**config.mk**
```make
export PLATFORM = sky130hd
export DESIGN_NAME = mem_arbiter
export DESIGN_NICKNAME = d
export VERILOG_FILES = /design/src/rtl/mem_arbiter.sv
export SDC_FILE = /design/constraint.sdc
export NUM_CORES = 1
export LEC_CHECK = 0
export ABC_AREA = 1
export BUFFER_PORTS_ARGS = -buffer_cell sky130_fd_sc_hd__buf_2
export CAP_MARGIN = 20
export CORE_MARGIN = 2
export CORE_UTILIZATION = 51
export DETAILED_ROUTE_END_ITERATION = 6
export PLACE_DENSITY = 0.9
export SLEW_MARGIN = 0
export SYNTH_ARGS = -nofsm -noshare
export SYNTH_HDL_FRONTEND = slang
export SYNTH_SLANG_ARGS = --single-unit
```
**constraint.sdc**
```tcl
create_clock -name clk -period 3.2 [get_ports clk]
set_input_delay 0.16 -clock clk [delete_from_list [all_inputs] [get_ports clk]]
set_output_delay 0.16 -clock clk [all_outputs]
set_load 0.03 [all_outputs]
```
**src/rtl/mem_arbiter.sv**
```systemverilog
// Two-port arbiter and access sequencer for the shared single-port memory.
// Grants one requester at a time, drives the registered memory strobes and returns a one-cycle ack.
module mem_arbiter #(
    parameter int ADDR_W        = 5,
    parameter int DATA_W        = 8,
    parameter int ACCESS_CYCLES = 1,
    parameter int FIXED_PRIO    = 0
) (
    input  logic              clk,
    input  logic              rst,
    input  logic              req0,
    input  logic              we0,
    input  logic [ADDR_W-1:0] addr0,
    input  logic [DATA_W-1:0] wdata0,
    output logic              ack0,
    output logic [DATA_W-1:0] rdata0,
    input  logic              req1,
    input  logic              we1,
    input  logic [ADDR_W-1:0] addr1,
    input  logic [DATA_W-1:0] wdata1,
    output logic              ack1,
    output logic [DATA_W-1:0] rdata1,
    output logic              mem_read_en,
    output logic              mem_write_en,
    output logic [ADDR_W-1:0] mem_addr,
    output logic [DATA_W-1:0] mem_wdata,
    output logic              mem_wdata_oe,
    input  logic [DATA_W-1:0] mem_rdata,
    output logic              busy
);

    typedef enum logic [1:0] {
        IDLE   = 2'd0,
        ACCESS = 2'd1,
        RESP   = 2'd2
    } state_t;

    localparam logic [2:0] ACC_LOAD = 3'(ACCESS_CYCLES);

    state_t            state_q, state_d;
    logic [2:0]        cnt_q, cnt_d;
    logic              sel_q, sel_d;
    logic              we_q, we_d;
    logic [ADDR_W-1:0] addr_q, addr_d;
    logic [DATA_W-1:0] wdata_q, wdata_d;
    logic              rr_q, rr_d;
    logic              ack0_q, ack0_d;
    logic              ack1_q, ack1_d;
    logic [DATA_W-1:0] rdata0_q, rdata0_d;
    logic [DATA_W-1:0] rdata1_q, rdata1_d;
    logic              rd_en_q, rd_en_d;
    logic              wr_en_q, wr_en_d;
    logic              oe_q, oe_d;
    logic              busy_q, busy_d;

    logic              pref;
    logic              win;
    logic              win_we;

    // rr_q names the port preferred on a tie; a lone request always wins.
    always_comb begin
        pref   = (FIXED_PRIO != 0) ? 1'b0 : rr_q;
        win    = (req0 && req1) ? pref : req1;
        win_we = win ? we1 : we0;
    end

    always_comb begin
        state_d  = state_q;
        cnt_d    = cnt_q;
        sel_d    = sel_q;
        we_d     = we_q;
        addr_d   = addr_q;
        wdata_d  = wdata_q;
        rr_d     = rr_q;
        ack0_d   = 1'b0;
        ack1_d   = 1'b0;
        rdata0_d = rdata0_q;
        rdata1_d = rdata1_q;
        rd_en_d  = rd_en_q;
        wr_en_d  = wr_en_q;
        oe_d     = oe_q;
        busy_d   = busy_q;
        case (state_q)
            IDLE: begin
                if (req0 || req1) begin
                    state_d = ACCESS;
                    cnt_d   = ACC_LOAD;
                    sel_d   = win;
                    we_d    = win_we;
                    addr_d  = win ? addr1 : addr0;
                    wdata_d = win ? wdata1 : wdata0;
                    rr_d    = ~win;
                    rd_en_d = ~win_we;
                    wr_en_d = win_we;
                    oe_d    = win_we;
                    busy_d  = 1'b1;
                end
            end
            ACCESS: begin
                if (cnt_q <= 3'd1) begin
                    // Last strobe cycle: read data is captured on the same edge that raises ack.
                    state_d = RESP;
                    rd_en_d = 1'b0;
                    wr_en_d = 1'b0;
                    oe_d    = 1'b0;
                    if (sel_q) begin
                        ack1_d = 1'b1;
                        if (!we_q) rdata1_d = mem_rdata;
                    end else begin
                        ack0_d = 1'b1;
                        if (!we_q) rdata0_d = mem_rdata;
                    end
                end else begin
                    cnt_d = cnt_q - 3'd1;
                end
            end
            RESP: begin
                state_d = IDLE;
                busy_d  = 1'b0;
            end
            default: begin
                state_d = IDLE;
                rd_en_d = 1'b0;
                wr_en_d = 1'b0;
                oe_d    = 1'b0;
                busy_d  = 1'b0;
            end
        endcase
    end

    always_ff @(posedge clk or posedge rst) begin
        if (rst) begin
            state_q  <= IDLE;
            cnt_q    <= '0;
            sel_q    <= 1'b0;
            we_q     <= 1'b0;
            addr_q   <= '0;
            wdata_q  <= '0;
            rr_q     <= 1'b0;
            ack0_q   <= 1'b0;
            ack1_q   <= 1'b0;
            rdata0_q <= '0;
            rdata1_q <= '0;
            rd_en_q  <= 1'b0;
            wr_en_q  <= 1'b0;
            oe_q     <= 1'b0;
            busy_q   <= 1'b0;
        end else begin
            state_q  <= state_d;
            cnt_q    <= cnt_d;
            sel_q    <= sel_d;
            we_q     <= we_d;
            addr_q   <= addr_d;
            wdata_q  <= wdata_d;
            rr_q     <= rr_d;
            ack0_q   <= ack0_d;
            ack1_q   <= ack1_d;
            rdata0_q <= rdata0_d;
            rdata1_q <= rdata1_d;
            rd_en_q  <= rd_en_d;
            wr_en_q  <= wr_en_d;
            oe_q     <= oe_d;
            busy_q   <= busy_d;
        end
    end

    assign ack0         = ack0_q;
    assign ack1         = ack1_q;
    assign rdata0       = rdata0_q;
    assign rdata1       = rdata1_q;
    assign mem_read_en  = rd_en_q;
    assign mem_write_en = wr_en_q;
    assign mem_addr     = addr_q;
    assign mem_wdata    = wdata_q;
    assign mem_wdata_oe = oe_q;
    assign busy         = busy_q;

endmodule

```
==> run metrics <==
outcome=finished clean; crit share post-route=52.8%; Clk pwr share=15.3%; core outline area=3610 sq um; TritonCTS clock tree=done; clock buffer count from CTS=5; Ant. Diodes=0; CP arrival=1920 ps; WS Path Type=flop to flop; multi-input logic area=731 sq um; max cap viols=0; Site Rows=22; CP max FO=12; Worst EP required=3430 ps; Fillers=306; WL per Instance=12.7 um; pin count of the biggest net entering global routing=35; Hold Path Class=primary input to flop; sequential share of the synthesized area=55.5%; Period minus WS final=1690 ps; Register Area=1050 sq um; top-count cell post-synth=nand2_1; pre-CTS WS=1550 ps; Max Buffers Root-to-Sink=2; syn avg cell area=8.72 sq um; Final Util=67.0%; Max Freq=592 MHz; Setup TNS=0 ps; endpoints failing setup=0; Seq cells post-synth=42; Int Pwr=1.38 mW; RSZ-0062 raised after global routing=no; r2r setup slk=1510 ps; top cells by count, synth=nand2_1, nand3_1, dfrtp_1, nand4_1, inv_1; Synth area leader=dfrtp_1; Via density=5.22; Skew-Pair Late Insertion Delay=290 ps; CP startpoint kind=flop; Layout Skew=7.41 ps; IO Pins=75; initial antenna violation count=0; clk sinks=42; Clk pin slew, worst setup/hold paths=80 ps; Chip Width=64.9 um; drt pass-1 iters=4; final hold violation count=0; global-route wire length before repair=7180 um; GRT Total Usage=22.2%; share of layout cells above drive strength 1=31.7%; DRC viols=0; ys async rst share=100%; area grow syn2layout=27.7%; Flop pwr share=34.0%; Detail Route Antenna Nets=0; Slew Limit Fails=0; post-synth top area share=55.5%; Routed WL=4350 um; Worst Tran Pin Value=720 ps; Die Y=64.9 um; Die Area=4220 sq um; Worst Setup End Kind=flop; count of input and output buffers=74; H-tree depth=2; Post-Syn Instances=217; Top FF cell, synth=dfrtp_1; Leak Pwr=1.35 nW; Sw Share=48.8%; Synth Cell Area=1890 sq um; Yosys Warn Count=0; DP Wirelength=3170 um; Design Power=2.70 mW; maximum vdd drop=0.471 mV; vias in the first global route=1646; net count after synthesis=259; Placer Congestion=0.796; Comb pwr share=50.7%; ranking of synthesized cells by area=dfrtp_1, nand2_1, nand3_1, nand4_1, inv_1; Unique masters post-synth=18; sw power=1.32 mW; Max transition margin=51.8%; total global routing overflow=0; CTS root buffer=clkbuf_8; Cell Pwr Density=1120 nW/um^2; vias after detailed routing=1781; setup ws final=1510 ps; iteration-0 DRC count of the detailed router=196; initial core utilization=52.5%; Hold WS=93.4 ps; number of synthesized flops with an enable pin=0; Final nets=334
## per-layer routing
metal	share of wire, %	wire length (um)	GRT usage (%)
met5	0	0	0
met4	1.4	59	6.38
met2	46	1990	36.5
met3	8.6	375	6.60
met1	44	1920	28.3
## cell usage in the layout, fill, tap and decap left out, drive strengths merged
cell,count
ha,2
o21ai,4
clkinv,1
nand4,16
dfrtp,42
nand2,73
inv,14
buf,76
dlygate4sd3,1
nor2,8
nand3b,1
xor2,1
nand3,46
bufinv,1
clkinvlp,2
clkbuf,5
## repair_timing
action | CTS | global route
endpoints found under the hold margin | 0 | 9
hold buffers | 0 | 1
setup buffers | 0 | 0
gates resized for setup | 0 | 0
## power groups by stage
| stage | clock [mW] | combinational (mW) | sequential [mW] |
|---|---|---|---|
| final | 0.415 | 1.37 | 0.919 |
| after detailed placement | 0 | 1.38 | 0.923 |
| after global routing | 0.450 | 1.51 | 0.949 |
| after floorplan | 0 | 0.633 | 1.32 |
| after CTS | 0.423 | 1.37 | 0.921 |
| after global placement | 0 | 1.33 | 0.921 |
## final timing paths
path                             from      endpoint  depth (start not counted)
min in group asynchronous         rst     rdata1[2]                          3
max reg2reg                state_q[1]      cnt_q[1]                          5
min                         wdata1[7]  mem_wdata[7]                          3
max in group asynchronous         rst          we_q                          4
max                        state_q[1]      cnt_q[1]                          5
min reg2reg                 rdata0[5]     rdata0[5]                          2
## layout make-up
type	count	area share (%)
clock inverter	3	1.86
clock buffer	5	2.85
multi-input combinational	151	30.2
inverter	15	2.43
tap	48	2.48
timing repair buffer	77	16.7
sequential	42	43.5
## logic make-up (layout without fill, tap and decap cells)
family                   Yosys count  after routing  share of synthesized area [%]
buffers and inverters             24            100                           5.88
XOR/XNOR                           1              1                          0.463
adder cells (fa/ha/maj)            2              2                           1.32
AO/OA/AOI/OAI                      4              4                           1.06
AND/OR/NAND/NOR                  144            144                           35.8
flip-flops                        42             42                           55.5
## sequential cells by signal (all words and copies together), names as in the netlist
signal        cells
rdata0            8
rdata1            8
mem_wdata_oe      1
sel_q             1
busy              1
ack0              1
cnt_q             3
state_q           2
ack1              1
mem_read_en       1
mem_addr          5
pref              1
we_q              1
mem_wdata         8
## critical path, stage by stage (launching register included)
cell     delay, ps
dfrtp_1        410
nor2_1         580
nand3_1        350
inv_1          160
nand2_1         70
nand2_1         60
## through the flow
stage / std cells / cell area [sq um]
after floorplan: 217 / 1890
after global placement: 331 / 2280
after detailed placement: 331 / 2280
after CTS: 339 / 2390
after global routing: 341 / 2420
final: 341 / 2420
(Power assumes the default switching activity.)
